<file path="src/rtl/baud_pkg.sv">
// Shared constants and divisor type for the baud tick generator and the register bank.
package baud_pkg;

  localparam int BAUD_DIV_W    = 16;
  localparam int BAUD_FRAC_W   = 4;
  localparam int BAUD_OVS      = 16;
  localparam int BAUD_DEF_INT  = 325;
  localparam int BAUD_DEF_FRAC = 8;
  localparam int OVS_W         = $clog2(BAUD_OVS);

  typedef struct packed {
    logic [BAUD_DIV_W-1:0]  div_int;
    logic [BAUD_FRAC_W-1:0] div_frac;
  } baud_div_t;

  function automatic baud_div_t baud_div_default();
    baud_div_t d;
    d.div_int  = BAUD_DIV_W'(BAUD_DEF_INT);
    d.div_frac = BAUD_FRAC_W'(BAUD_DEF_FRAC);
    return d;
  endfunction

endpackage

</file>
<file path="src/rtl/baud_frac_acc.sv">
// Fractional phase accumulator: holds the active fractional divisor and acc,
// and reports whether the current oversample period needs one extra cycle.
module baud_frac_acc
  import baud_pkg::*;
#(
  parameter int FRAC_W   = BAUD_FRAC_W,
  parameter int DEF_FRAC = BAUD_DEF_FRAC
) (
  input  logic              clk,
  input  logic              reset,
  input  logic              load_i,
  input  logic [FRAC_W-1:0] div_frac_i,
  input  logic              adv_i,
  output logic              carry_o
);

  logic [FRAC_W-1:0] frac_q, frac_d;
  logic [FRAC_W-1:0] acc_q, acc_d;
  logic [FRAC_W:0]   sum_s;

  assign sum_s   = {1'b0, acc_q} + {1'b0, frac_q};
  assign carry_o = sum_s[FRAC_W];

  always_comb begin
    frac_d = frac_q;
    acc_d  = acc_q;
    if (load_i) begin
      frac_d = div_frac_i;
      acc_d  = '0;
    end else if (adv_i) begin
      acc_d = sum_s[FRAC_W-1:0];
    end else begin
      acc_d = acc_q;
    end
  end

  always_ff @(posedge clk or posedge reset) begin
    if (reset) begin
      frac_q <= FRAC_W'(DEF_FRAC);
      acc_q  <= '0;
    end else begin
      frac_q <= frac_d;
      acc_q  <= acc_d;
    end
  end

endmodule

</file>
<file path="src/rtl/baud_tick_gen.sv">
// Fractional baud-rate generator emitting oversample, bit and mid-bit enable pulses.
// Define BAUD_TICK_FRAC_EN to include the fractional accumulator; otherwise P = I.
module baud_tick_gen
  import baud_pkg::*;
#(
  parameter int DIV_W    = BAUD_DIV_W,
  parameter int FRAC_W   = BAUD_FRAC_W,
  parameter int OVS      = BAUD_OVS,
  parameter int DEF_INT  = BAUD_DEF_INT,
  parameter int DEF_FRAC = BAUD_DEF_FRAC
) (
  input  logic                    clk,
  input  logic                    reset,
  input  logic                    en,
  input  logic                    div_load,
  input  logic [DIV_W-1:0]        div_int,
  input  logic [FRAC_W-1:0]       div_frac,
  output logic                    tick_ovs,
  output logic                    tick_bit,
  output logic                    tick_mid,
  output logic [$clog2(OVS)-1:0]  ovs_idx
);

  localparam int IDX_W = $clog2(OVS);
  localparam logic [IDX_W-1:0] IDX_MAX = IDX_W'(OVS - 1);
  localparam logic [IDX_W-1:0] IDX_MID = IDX_W'(OVS / 2 - 1);
  localparam logic [DIV_W:0]   CNT_ONE = {{DIV_W{1'b0}}, 1'b1};

  logic [DIV_W-1:0] div_int_q, div_int_d;
  logic [DIV_W:0]   cnt_q, cnt_d;
  logic [IDX_W-1:0] idx_q, idx_d;
  logic             ovs_q, ovs_d;
  logic             bit_q, bit_d;
  logic             mid_q, mid_d;

  logic [DIV_W-1:0] i_eff_s;
  logic [DIV_W:0]   period_s;
  logic             carry_s;
  logic             term_s;
  logic             adv_s;

  // A zero integer divisor behaves as one so the counter always terminates.
  assign i_eff_s  = (div_int_q == '0) ? {{(DIV_W-1){1'b0}}, 1'b1} : div_int_q;
  assign period_s = {1'b0, i_eff_s} + {{DIV_W{1'b0}}, carry_s};
  assign term_s   = (cnt_q == (period_s - CNT_ONE));
  assign adv_s    = en & ~div_load & term_s;

`ifdef BAUD_TICK_FRAC_EN
  baud_frac_acc #(
    .FRAC_W   (FRAC_W),
    .DEF_FRAC (DEF_FRAC)
  ) u_frac_acc (
    .clk        (clk),
    .reset      (reset),
    .load_i     (div_load),
    .div_frac_i (div_frac),
    .adv_i      (adv_s),
    .carry_o    (carry_s)
  );
`else
  logic [FRAC_W-1:0] unused_frac_s;
  assign unused_frac_s = div_frac ^ FRAC_W'(DEF_FRAC);
  assign carry_s       = 1'b0;
`endif

  always_comb begin
    div_int_d = div_int_q;
    cnt_d     = cnt_q;
    idx_d     = idx_q;
    ovs_d     = 1'b0;
    bit_d     = 1'b0;
    mid_d     = 1'b0;
    if (div_load) begin
      div_int_d = div_int;
      cnt_d     = '0;
      idx_d     = '0;
    end else if (en) begin
      if (term_s) begin
        cnt_d = '0;
        idx_d = idx_q + IDX_W'(1);
        ovs_d = 1'b1;
        bit_d = (idx_q == IDX_MAX);
        mid_d = (idx_q == IDX_MID);
      end else begin
        cnt_d = cnt_q + CNT_ONE;
      end
    end else begin
      cnt_d = cnt_q;
    end
  end

  always_ff @(posedge clk or posedge reset) begin
    if (reset) begin
      div_int_q <= DIV_W'(DEF_INT);
      cnt_q     <= '0;
      idx_q     <= '0;
      ovs_q     <= 1'b0;
      bit_q     <= 1'b0;
      mid_q     <= 1'b0;
    end else begin
      div_int_q <= div_int_d;
      cnt_q     <= cnt_d;
      idx_q     <= idx_d;
      ovs_q     <= ovs_d;
      bit_q     <= bit_d;
      mid_q     <= mid_d;
    end
  end

  assign tick_ovs = ovs_q;
  assign tick_bit = bit_q;
  assign tick_mid = mid_q;
  assign ovs_idx  = idx_q;

endmodule

</file>
<file path="config.mk">
export PLATFORM = sky130hd
export DESIGN_NAME = baud_tick_gen
export DESIGN_NICKNAME = d
export VERILOG_FILES = /design/src/rtl/baud_pkg.sv /design/src/rtl/baud_frac_acc.sv /design/src/rtl/baud_tick_gen.sv
export SDC_FILE = /design/constraint.sdc
export NUM_CORES = 1
export LEC_CHECK = 0
export BUFFER_PORTS_ARGS = -buffer_cell sky130_fd_sc_hd__buf_2
export CELL_PAD_IN_SITES_DETAIL_PLACEMENT = 0
export CELL_PAD_IN_SITES_GLOBAL_PLACEMENT = 1
export CORE_MARGIN = 5
export CORE_UTILIZATION = 44
export CTS_CLUSTER_SIZE = 28
export DETAILED_ROUTE_END_ITERATION = 8
export GPL_TIMING_DRIVEN = 0
export HOLD_SLACK_MARGIN = 0.15
export PLACE_DENSITY_LB_ADDON = 0.3
export SLEW_MARGIN = 20
export SYNTH_ARGS = -nofsm -noshare
export SYNTH_HDL_FRONTEND = slang
export SYNTH_SLANG_ARGS = --single-unit
</file>
<file path="constraint.sdc">
create_clock -name clk -period 4.4 [get_ports clk]
set_clock_uncertainty 0.05 [all_clocks]
set_input_delay 0.44 -clock clk [delete_from_list [all_inputs] [get_ports clk]]
set_output_delay 0.44 -clock clk [all_outputs]
set_load 0.05 [all_outputs]
</file>
# After elaboration in Yosys (flattened, before gate mapping)
# Cells that the tools add are included.
# W data, S select, Z words.
# totals
register_bits	40
latch_bits	0
mem_bits_rw	0
romBits	0
in_bits	24
out_inout_bits	7
elab_cells	32
mem_count	0
# classes
addsub	3
multipliers	0
n_div	0
order_cmp	0
eq_ne	3
shifts	0
muxes	16
bitwise_logic	0
reduce_logical	4
# op_table
op	count
$mux W17	3
$add A17 B1 Y17 const B	1
$eq A17 B17 Y1	1
$sub A16 B1 Y17 const B	1
$logic_not A16 Y1	1
$mux W16	1
$mux W4	3
$mux W1	9
$add A4 B1 Y4 const B	1
$eq A4 B3 Y1 const B	1
$eq A4 B4 Y1 const B	1
$reduce_bool A2 Y1	2
$reduce_and A2 Y1	1

# Logic depth before layout (Yosys ltp)
# Gate-level depths: netlist (run 1).
# logic_depth
word_depth	7
mapped_depth	14
depth_no_buf	11

# Worst setup path after synthesis (run 1)
# No wires, ideal clock.
# synth_timing
path_type	register to register
start	reg div_int_q[4]
end	reg idx_q[1], in the netlist ovs_idx[1]
setup_time_ps	78
arrival_time_ps	3221
t_required_ps	4272
slack_ps	1051
path_stages_with_launch	14
n_path_buf	2
synth_period_minus_slack_ps	3349
path_cell_list	dfrtp_1 > clkbuf_1 > nor4_1 > and4_1 > a21oi_1 > ha_1 > xor2_1 > o221ai_1 > nor4b_1 > and4_1 > nand4_1 > buf_2 > or4_1 > a21oi_1
# synth_via
elab_chain_len	6
# synth_lines
element	line_no	rtl
from (decl)	baud_tick_gen.sv:29	logic [DIV_W-1:0] div_int_q, div_int_d;
from (signal assigned)	baud_tick_gen.sv:94	div_int_q <= DIV_W'(DEF_INT);
from (signal assigned)	baud_tick_gen.sv:101	div_int_q <= div_int_d;
$logic_not A16 Y1	baud_tick_gen.sv:43	assign i_eff_s = (div_int_q == '0) ? {{(DIV_W-1){1'b0}}, 1'b1} : div_int_q;
$mux W16 *	baud_tick_gen.sv:43	
$sub A16 B1 Y17 *	baud_tick_gen.sv:45	assign term_s = (cnt_q == (period_s - CNT_ONE));
$eq A17 B17 Y1 *	baud_tick_gen.sv:45	
$reduce_bool A2 Y1 (no line) *	-	
$reduce_and A2 Y1 (no line) *	-	
to (signal assigned)	baud_tick_gen.sv:103	idx_q <= idx_d;
to (decl)	baud_tick_gen.sv:31	logic [IDX_W-1:0] idx_q, idx_d;
# Every way passes the cells marked *; elsewhere a longest branch is shown, timed or not.
# A chain may end at the register's enable or synchronous reset.

# Worst setup path in the final report (run 1)
# layout_timing
start	reg div_int_q[4]
end	reg cnt_q[2]
# layout_via
elab_chain_len	7
# layout_lines
element	line_no	rtl
$logic_not A16 Y1	baud_tick_gen.sv:43	
$mux W16 *	baud_tick_gen.sv:43	
$sub A16 B1 Y17 *	baud_tick_gen.sv:45	
$eq A17 B17 Y1 *	baud_tick_gen.sv:45	
$mux W17 *	baud_tick_gen.sv:78	if (term_s) begin
$mux W17 *	baud_tick_gen.sv:77	end else if (en) begin
$mux W17 *	baud_tick_gen.sv:73	if (div_load) begin
to (signal assigned)	baud_tick_gen.sv:102	cnt_q <= cnt_d;
to (decl)	baud_tick_gen.sv:30	logic [DIV_W:0] cnt_q, cnt_d;
# Every way passes the cells marked *; elsewhere a longest branch is shown, timed or not. The select of a mux whose other input is x is not followed.

==> results of run 1 <==
-- sequential cells by signal, summed over array words and instances, names as in the netlist --
name,cells
cnt_q,17
div_int_q,16
ovs_idx,4
tick_bit,1
tick_mid,1
tick_ovs,1
-- power by group --
part / leakage (nW) / switching, W / internal, W
Clock: 0.0510 / 0.000131 / 0.000125
Combinational: 0.536 / 0.0000712 / 0.0000551
Sequential: 0.518 / 0.0000212 / 0.000386
Total: 1.11 / 0.000223 / 0.000566
-- through the flow --
| step | setup slack, ns | hold slack, ns | util (%) |
|---|---|---|---|
| 2_1_floorplan | 1.051 | 0.4567 | - |
| 3_3_place_gp | 0.2998 | 0.4316 | 48.68 |
| 3_5_place_dp | 0.2697 | 0.3634 | 49.05 |
| 4_1_cts | 0.2367 | 0.2948 | 50.95 |
| 5_1_grt | 0.1247 | 0.3062 | 51.06 |
| 6_report | 0.3778 | 0.2965 | 51.06 |
-- synth_stat cells (all sizes together), types with 3 or more instances --
cell | count | area, µm²
o21ai | 14 | 70.07
o31ai | 5 | 37.54
dfrtp | 36 | 900.9
mux2 | 11 | 123.9
buf | 3 | 21.27
nor4 | 7 | 43.79
and4 | 5 | 43.79
dfstp | 4 | 105.1
or4 | 5 | 41.29
or3 | 5 | 31.28
nor3 | 5 | 25.02
nor2 | 24 | 90.09
xor2 | 13 | 113.9
nand4 | 6 | 37.54
nand2 | 16 | 60.06
nor4b | 3 | 26.28
a21oi | 15 | 75.07
xnor2 | 14 | 122.6
nand3 | 10 | 50.05
inv | 10 | 37.54
and2 | 3 | 18.77
o211ai | 3 | 22.52
ha | 3 | 37.54
clkbuf | 11 | 42.54
-- area by class of cell --
class | count | share of cell area (%)
sequential | 40 | 36.45
tap | 72 | 3.264
buffer | 14 | 2.312
multi-input combinational | 195 | 47.46
inverter | 10 | 1.360
timing repair buffer | 28 | 5.802
clock inverter | 2 | 0.3626
clock buffer | 6 | 2.992
-- timing repair --
action	CTS	global route
hold buffers	1	0
endpoints found under the setup margin	0	10
resized for setup	0	1
endpoints found under the hold margin	10	0
-- cells by family (layout without fill, tap and decap cells) --
| kind of cell | after synthesis | after routing | synth area share, % |
|---|---|---|---|
| compound gates | 54 | 54 | 14.79 |
| simple gates | 100 | 100 | 22.78 |
| xor+xnor | 27 | 27 | 9.808 |
| fa+ha+maj | 3 | 3 | 1.557 |
| buf+inv | 24 | 60 | 4.204 |
| mux | 11 | 11 | 5.138 |
| flops | 40 | 40 | 41.72 |
-- worst reg2reg max path: stages, from the launching register on --
cell      delay (ns)
dfrtp_1         0.37
clkbuf_1        0.19
nor4_2          0.51
and4_1          0.38
a21oi_1         0.10
ha_1            0.34
xor2_1          0.18
o221ai_1        0.14
nor4b_1         0.28
and4_1          0.24
nand4_1         0.16
buf_2           0.22
o21bai_2        0.37
buf_2           0.31
nor2_1          0.08
-- path summary, 6_finish.rpt --
check,start,end,slack [ns],depth (start not counted)
worst max-delay path,div_int_q[4]$_DFFE_PP0P_,cnt_q[2]$_DFFE_PP0P_,0.38,14
worst min-delay path,div_int[1],div_int_q[1]$_DFFE_PP0P_,0.30,3
worst max register to register,div_int_q[4]$_DFFE_PP0P_,cnt_q[2]$_DFFE_PP0P_,0.38,14
worst min register to register,ovs_idx[3]$_DFFE_PP0P_,tick_mid$_DFF_PP0_,0.45,1
max in group asynchronous,reset,div_int_q[6]$_DFFE_PP1P_,3.19,4
min in group asynchronous,reset,tick_bit$_DFF_PP0_,0.59,3
-- per-layer routing --
| layer | vias to the layer above | global-route usage, % | wire (µm) |
|---|---|---|---|
| met5 | - | 0 | 0 |
| met4 | 0 | 5.117 | 69 |
| met3 | 7 | 3.653 | 270 |
| met2 | 42 | 27.26 | 2633 |
| met1 | 1008 | 24.07 | 2773 |
| li1 | 1003 | - | - |
==> flow_metrics.py, run 1 <==
metrics = {
    "setup_path": {
        "crit_fanout": 10,
        "path_delay_family": "simple AND/OR/NAND/NOR gates",
        "crit_slowest_cell": "nor4_2",
        "cp_cell_sequence": "clkbuf_1, nor4_2, and4_1, a21oi_1, ha_1, xor2_1, o221ai_1, nor4b_1, and4_1, nand4_1, buf_2, o21bai_2, buf_2, nor2_1",
        "required_ns": 4.53,
        "cp-end-kind": "flip-flop",
        "critical-path-max-stage-delay_ns": 0.51,
        "critPathLaunchType": "flip-flop",
        "critPathKind": "flip-flop to flip-flop",
        "crit_arrival_ns": 4.16,
        "critPathBufInv": 3,
    },
    "sta": {
        "fin_crit_sh_pct": 91.41,
        "post-route-min-period_ns": 4.022,
        "maxSlewViolCount": 0,
        "setup-tns-final_ns": 0,
        "max_slew_margin_pct": 46.61,
        "max_freq_ghz": 0.2486,
        "finalSetupViolCount": 0,
        "hold_viol": 0,
        "rsz0062_at_grt": "false",
        "tightestPinTransition_ns": 0.7935,
    },
    "drt": {
        "ant_nets": 0,
        "drt-initial-drc-count": 173,
        "drc": 0,
        "vias": 2060,
        "dr.pass1.iters": 4,
        "wl_mm": 5.747,
        "vias_per_cell": 5.613,
        "routed_wire_length_per_instance_um": 15.66,
    },
    "layout": {
        "areaGrowthSynthToFinish_pct": 14.48,
        "layout-drive-gt1-share_pct": 21.36,
        "design_area_um2": 2760,
        "multi_input_area_um2": 1310,
        "seq_area_um2": 1006,
        "final_cells": 367,
        "layout.nets": 321,
        "fillers": 546,
        "mostFrequentLayoutCells": "36 x dfrtp_1, 28 x buf_2, 24 x nor2_1",
        "layout_commonest_cell": "dfrtp_1",
        "antenna_cells": 0,
    },
    "cts": {
        "cts_tree": "built",
        "clkSinkCount": 40,
        "cts_buffer_depth": 2,
        "post_cts_buffers": 0,
        "htree_levels": 2,
        "clk_latency_ns": 0.30,
        "clockRootBuffer": "clkbuf_8",
        "clk_pin_slew_ns": 0.08,
        "cts_buffers": 5,
    },
    "synthesis": {
        "synth-edff-count": 0,
        "yosys_most_used_dff": "dfrtp_1",
        "syn_avg_cell_area_um2": 9.309,
        "ys_seq_area_share_pct": 41.72,
        "syn_inst": 259,
        "synth_seq_cells": 40,
        "syn_area_um2": 2411,
        "synth_cell_types": 50,
        "synthArstFlopShare_pct": 100.0,
        "yosysWarnings": 0,
        "syn_nets": 286,
    },
    "place": {
        "post_dp_cell_area_um2": 2651,
        "io_buffers": 26,
        "hpwl_mm": 4.332,
        "place_inst": 358,
        "place_congestion": 0.8562,
    },
    "job": {
        "drv_cap": 0,
    },
    "die": {
        "die_w_um": 84.03,
        "rows": 27,
        "core_um2": 5405,
        "die_area_um2": 7060,
        "boundaryPins": 31,
        "die_h_um": 84.03,
        "start_util_pct": 44.61,
    },
    "global_routing": {
        "grt_pass1_wl_mm": 9.846,
        "grt.total_usage_pct": 17.38,
        "grt_max_degree": 28,
        "grt_pass1_vias": 1994,
        "grt-ovfl-total": 0,
        "antenna_found_initial": 0,
    },
    "min_path": {
        "holdCritPathClass": "input port to flip-flop",
    },
    "status": {
        "status": "complete, no violations",
    },
    "power": {
        "p_leak_nw": 1.105,
        "irDropWorstVdd_uv": 159.8,
        "power_density_nw_per_um2": 286.1,
        "power_w": 0.0007896,
    },
}
Note: power is estimated with default switching activity, not from simulation.
==> inputs of run 2 (changes only) <==
--- a/config.mk
+++ b/config.mk
@@ -5,17 +5,18 @@
 export SDC_FILE = /design/constraint.sdc
 export NUM_CORES = 1
 export LEC_CHECK = 0
-export BUFFER_PORTS_ARGS = -buffer_cell sky130_fd_sc_hd__buf_2
 export CELL_PAD_IN_SITES_DETAIL_PLACEMENT = 0
 export CELL_PAD_IN_SITES_GLOBAL_PLACEMENT = 1
 export CORE_MARGIN = 5
-export CORE_UTILIZATION = 44
+export CORE_UTILIZATION = 48
 export CTS_CLUSTER_SIZE = 28
 export DETAILED_ROUTE_END_ITERATION = 8
+export DONT_BUFFER_PORTS = 1
 export GPL_TIMING_DRIVEN = 0
 export HOLD_SLACK_MARGIN = 0.15
 export PLACE_DENSITY_LB_ADDON = 0.3
-export SLEW_MARGIN = 20
+export SLEW_MARGIN = 40
 export SYNTH_ARGS = -nofsm -noshare
 export SYNTH_HDL_FRONTEND = slang
+export SYNTH_HIERARCHICAL = 1
 export SYNTH_SLANG_ARGS = --single-unit
==> flow_metrics.py, run 2 <==
metrics = {
    "cts": {
        "clk_latency_ns": 0.29,
        "post_cts_buffers": 0,
        "htree_levels": 2,
        "cts_buffer_depth": 2,
        "clk_pin_slew_ns": 0.08,
        "clkSinkCount": 40,
        "cts_buffers": 5,
        "cts_tree": "built",
        "clockRootBuffer": "clkbuf_8",
    },
    "drt": {
        "wl_met2_mm": 2.500,
        "drc": 0,
        "routed.top_layer": "met4",
        "vias_per_cell": 5.687,
        "routed_wire_length_per_instance_um": 16.54,
        "ant_nets": 0,
        "wl_met1_mm": 2.778,
        "route.met3.wl_um": 193,
        "dr.pass1.iters": 4,
        "drt-initial-drc-count": 75,
        "wl_mm": 5.540,
        "vias": 1905,
    },
    "layout": {
        "multi_input_area_um2": 1316,
        "areaGrowthSynthToFinish_pct": 9.756,
        "antenna_cells": 0,
        "layout.nets": 294,
        "fillers": 441,
        "largest_register": "cnt_q",
        "mostFrequentLayoutCells": "36 x dfrtp_1, 24 x nor2_1, 16 x nand2_1",
        "design_area_um2": 2646,
        "layout-drive-gt1-share_pct": 13.81,
        "layout_commonest_cell": "dfrtp_1",
        "seq_area_um2": 1006,
        "fin_util_pct": 55.29,
        "largest_register_ffs": 17,
    },
    "global_routing": {
        "grt_pass1_wl_mm": 9.432,
        "grt-ovfl-total": 0,
        "grt_max_degree": 41,
        "grt.total_usage_pct": 19.04,
        "antenna_found_initial": 0,
        "grt_pass1_vias": 1836,
    },
    "synthesis": {
        "synth-edff-count": 0,
        "yosys.cell_count.top_type": "dfrtp_1",
        "ys_seq_area_share_pct": 41.72,
        "synth_top_cell_area_share_pct": 37.36,
        "yosysWarnings": 6,
        "syn_avg_cell_area_um2": 9.309,
        "syn_inst": 259,
        "yosys_most_used_dff": "dfrtp_1",
        "synthArstFlopShare_pct": 100.0,
        "syn_nets": 286,
        "synth_seq_cells": 40,
        "synth_cell_types": 50,
        "yosys.area.top_type": "dfrtp_1",
        "synthTopCellsByArea": "dfrtp_1 37%, mux2_2 5.1%, xnor2_1 5.1%",
        "synth_common_cells": "36 x dfrtp_1, 24 x nor2_1, 16 x nand2_1",
        "syn_area_um2": 2411,
    },
    "setup_path": {
        "crit_arrival_ns": 4.10,
        "crit_start": "div_int_q[9]$_DFFE_PP0P_",
        "crit_fanout": 10,
        "rr_startpoint": "div_int_q[9]$_DFFE_PP0P_",
        "timing.reg2reg.worst_path_depth": 14,
        "required_ns": 4.53,
        "critPathKind": "flip-flop to flip-flop",
        "cp-end-kind": "flip-flop",
        "critPathLaunchType": "flip-flop",
        "reg2reg_slack_ns": 0.43,
    },
    "die": {
        "die_h_um": 80.88,
        "boundaryPins": 31,
        "rows": 25,
        "die_area_um2": 6541,
        "die_w_um": 80.88,
        "core_um2": 4786,
        "start_util_pct": 50.38,
    },
    "sta": {
        "max_freq_ghz": 0.2517,
        "maxSlewViolCount": 0,
        "max_slew_margin_pct": 60.05,
        "finalSetupViolCount": 0,
        "post-route-min-period_ns": 3.973,
        "fin_crit_sh_pct": 90.28,
        "tightestPinTransition_ns": 0.5992,
        "setup-tns-final_ns": 0,
        "hold_viol": 0,
        "rsz0062_at_grt": "false",
    },
    "power": {
        "p_leak_nw": 0.9960,
        "power_density_nw_per_um2": 322.6,
        "irDropWorstVdd_uv": 234.9,
    },
    "min_path": {
        "hp-start": "div_int[14]",
        "holdCritPathClass": "input port to flip-flop",
        "hold_depth": 2,
    },
    "job": {
        "drv_cap": 0,
    },
    "place": {
        "io_buffers": 0,
        "place_congestion": 0.8791,
        "post_dp_cell_area_um2": 2497,
        "hpwl_mm": 4.096,
    },
    "status": {
        "status": "complete, no violations",
    },
}
[run 2: cell types whose count changed in the layout (fill, tap and decap cells not counted), sizes merged]
cell,previous run,this run
clkinv,2,0
clkbuf,17,18
buf,30,3
bufinv,0,1
[run 2: where the power goes]
part	internal, W	switching [W]
clock	0.000200	0.000130
combinational	0.0000480	0.0000680
sequential	0.000386	0.0000211
[run 2: final timing paths]
kind | end
worst max-delay path | cnt_q[15]$_DFFE_PP0P_
worst min-delay path | div_int_q[14]$_DFFE_PP0P_
worst max register to register | cnt_q[15]$_DFFE_PP0P_
worst min register to register | div_int_q[14]$_DFFE_PP0P_
max in group asynchronous | div_int_q[6]$_DFFE_PP1P_
min in group asynchronous | ovs_idx[0]$_DFFE_PP0P_
[run 2: cells by family (layout without fill, tap and decap cells)]
group           count (synthesis)  after routing  synth area share [%]
simple gates                  100            100                 22.78
xor+xnor                       27             27                 9.808
mux                            11             11                 5.138
buf+inv                        24             33                 4.204
flops                          40             40                 41.72
compound gates                 54             54                 14.79
fa+ha+maj                       3              3                 1.557
[run 2: cell type report]
type	count	share of cell area (%)
Buffer	14	2.411
Clock buffer	7	3.641
Clock inverter	1	1.135
Inverter	10	1.513
Multi-Input combinational cell	195	49.74
Sequential cell	40	38.01
Tap cell	67	3.168
Timing Repair Buffer	1	0.3783
[run 2: through the flow]
stage	setup WS, ns	power [W]	hold WS (ns)	cells
after CTS	0.3130	0.0008597	0.2092	335
after floorplan	1.051	0.0004980	0.4567	259
final	0.4275	0.0008538	0.2185	335
after global placement	0.3360	0.0005256	0.5126	326
after global routing	0.05837	0.0008972	0.2084	335
after detailed placement	0.3193	0.0005273	0.3382	326
[run 2: routing by layer]
metal  track usage [%]  up-vias
met5                 0        -
met4             6.081        0
met3             3.215        8
met2             28.65       32
met1             27.82      911
li1                  -      954
[run 2: worst max-delay path, cell delays in order (launching register included)]
cell      delay [ns]
dfrtp_1         0.36
clkbuf_1        0.19
nor3_1          0.49
and4_1          0.38
a21oi_1         0.10
ha_1            0.34
xor2_1          0.18
o221ai_1        0.14
nor4b_1         0.28
and4_1          0.24
nand4_1         0.17
buf_2           0.23
o21bai_2        0.34
buf_2           0.30
nor2_1          0.07
[run 2: repair_timing]
action | in CTS | in global routing
gates resized for setup | 0 | 1
endpoints found under the hold margin | 36 | 0
hold buffers | 1 | 0
endpoints found under the setup margin | 0 | 10
==> inputs of run 3 (changes only) <==
--- a/config.mk
+++ b/config.mk
@@ -14,7 +14,7 @@
 export DONT_BUFFER_PORTS = 1
 export GPL_TIMING_DRIVEN = 0
 export HOLD_SLACK_MARGIN = 0.15
-export PLACE_DENSITY_LB_ADDON = 0.3
+export PLACE_DENSITY = 0.85
 export SLEW_MARGIN = 40
 export SYNTH_ARGS = -nofsm -noshare
 export SYNTH_HDL_FRONTEND = slang
==> flow_metrics.py, run 3 (synthesis results as in run 2) <==
metrics = {
    "power": {
        "p_leak_nw": 0.9825,
        "irDropWorstVdd_uv": 210.6,
        "power_density_nw_per_um2": 297.1,
    },
    "cts": {
        "cts_buffers": 5,
        "clockRootBuffer": "clkbuf_8",
        "cts_tree": "built",
        "htree_levels": 2,
        "clkSinkCount": 40,
        "clk_pin_slew_ns": 0.08,
        "clk_latency_ns": 0.29,
        "cts_buffer_depth": 2,
    },
    "layout": {
        "fillers": 439,
        "largest_register_ffs": 17,
        "layout.nets": 294,
        "layout-drive-gt1-share_pct": 13.81,
        "seq_area_um2": 1006,
        "antenna_cells": 0,
        "layout_commonest_cell": "dfrtp_1",
        "largest_register": "cnt_q",
        "multi_input_area_um2": 1316,
        "fin_util_pct": 54.59,
        "areaGrowthSynthToFinish_pct": 8.355,
        "mostFrequentLayoutCells": "36 x dfrtp_1, 24 x nor2_1, 16 x nand2_1",
    },
    "setup_path": {
        "cp-end-kind": "flip-flop",
        "crit_arrival_ns": 4.07,
        "required_ns": 4.53,
        "crit_fanout": 10,
        "critPathLaunchType": "flip-flop",
        "critPathKind": "flip-flop to flip-flop",
    },
    "drt": {
        "routed_wire_length_per_instance_um": 16.43,
        "drt-initial-drc-count": 135,
        "ant_nets": 0,
        "vias_per_cell": 5.591,
        "dr.pass1.iters": 4,
        "vias": 1873,
        "drc": 0,
        "wl_mm": 5.504,
    },
    "sta": {
        "setup-tns-final_ns": 0,
        "tightestPinTransition_ns": 0.6203,
        "max_freq_ghz": 0.2539,
        "max_slew_margin_pct": 58.65,
        "hold_viol": 0,
        "finalSetupViolCount": 0,
        "maxSlewViolCount": 0,
        "rsz0062_at_grt": "false",
        "fin_crit_sh_pct": 89.53,
        "layout_setup_ws_ns": 0.4608,
        "hold_ws_ns": 0.2183,
        "post-route-min-period_ns": 3.939,
    },
    "global_routing": {
        "grt_max_degree": 41,
        "grt_pass1_vias": 1839,
        "antenna_found_initial": 0,
        "grt_pass1_wl_mm": 9.370,
        "grt-ovfl-total": 0,
        "grt.total_usage_pct": 18.82,
    },
    "die": {
        "start_util_pct": 50.38,
        "core_um2": 4786,
        "die_h_um": 80.88,
        "die_w_um": 80.88,
        "rows": 25,
        "die_area_um2": 6541,
        "boundaryPins": 31,
    },
    "status": {
        "status": "complete, no violations",
    },
    "place": {
        "hpwl_mm": 4.168,
        "place_congestion": 0.8656,
        "dp_worst_setup_slack_ns": 0.3451,
        "io_buffers": 0,
    },
    "min_path": {
        "holdCritPathClass": "input port to flip-flop",
    },
    "job": {
        "drv_cap": 0,
    },
}
-- run 3: power by group --
group	leakage (nW)	internal (W)	switching [W]
combinational	0.414	0.0000482	0.0000683
clock	0.0510	0.000125	0.000127
sequential	0.518	0.000386	0.0000211
total	0.982	0.000559	0.000217
-- run 3: worst paths after layout --
path / slack [ns] / endpoint / startpoint / depth (start not counted)
max in group asynchronous: 3.32 / div_int_q[6]$_DFFE_PP1P_ / reset / 2
max reg2reg: 0.46 / cnt_q[14]$_DFFE_PP0P_ / div_int_q[9]$_DFFE_PP0P_ / 14
min in group asynchronous: 0.61 / ovs_idx[2]$_DFFE_PP0P_ / reset / 2
min: 0.22 / div_int_q[8]$_DFFE_PP1P_ / div_int[8] / 2
max: 0.46 / cnt_q[14]$_DFFE_PP0P_ / div_int_q[9]$_DFFE_PP0P_ / 14
min reg2reg: 0.54 / cnt_q[16]$_DFFE_PP0P_ / cnt_q[16]$_DFFE_PP0P_ / 2
-- run 3: per-layer routing --
metal / GRT usage (%) / up-vias / share of wire, %
li1: - / 946 / -
met1: 27.15 / 896 / 50
met2: 28.98 / 27 / 46
met3: 3.437 / 4 / 3.7
met4: 5.068 / 0 / 0.87
met5: 0 / - / 0
-- run 3: per-stage QoR --
stage | std cells | instance area (µm²) | total power, W
2_1_floorplan | 259 | 2411 | 0.0004980
3_3_place_gp | 326 | 2495 | 0.0005254
3_5_place_dp | 326 | 2497 | 0.0005278
4_1_cts | 335 | 2600 | 0.0007819
5_1_grt | 335 | 2613 | 0.0008190
6_report | 335 | 2613 | 0.0007761
-- run 3: critical path, cell delays in order (launching register included) --
cell      delay, ns
dfrtp_1        0.36
clkbuf_1       0.19
nor3_1         0.50
and4_1         0.39
a21oi_1        0.10
ha_1           0.34
xor2_1         0.16
o221ai_1       0.13
nor4b_1        0.29
and4_1         0.23
nand4_1        0.14
buf_2          0.21
o21bai_2       0.34
buf_2          0.30
nor2_1         0.08
-- run 3: area by class of cell --
cell class	instances	area share, %
multi-input combinational	195	50.38
sequential	40	38.51
tap	67	3.209
clock buffer	6	3.161
buffer	14	2.443
inverter	10	1.533
clock inverter	2	0.3831
timing repair buffer	1	0.3831
-- run 3: what timing repair did --
action	4_1_cts	5_1_grt
gates resized for setup	0	1
setup endpoints to repair	0	10
buffers inserted	0	0
hold buffers	1	0
hold endpoints to repair	36	0
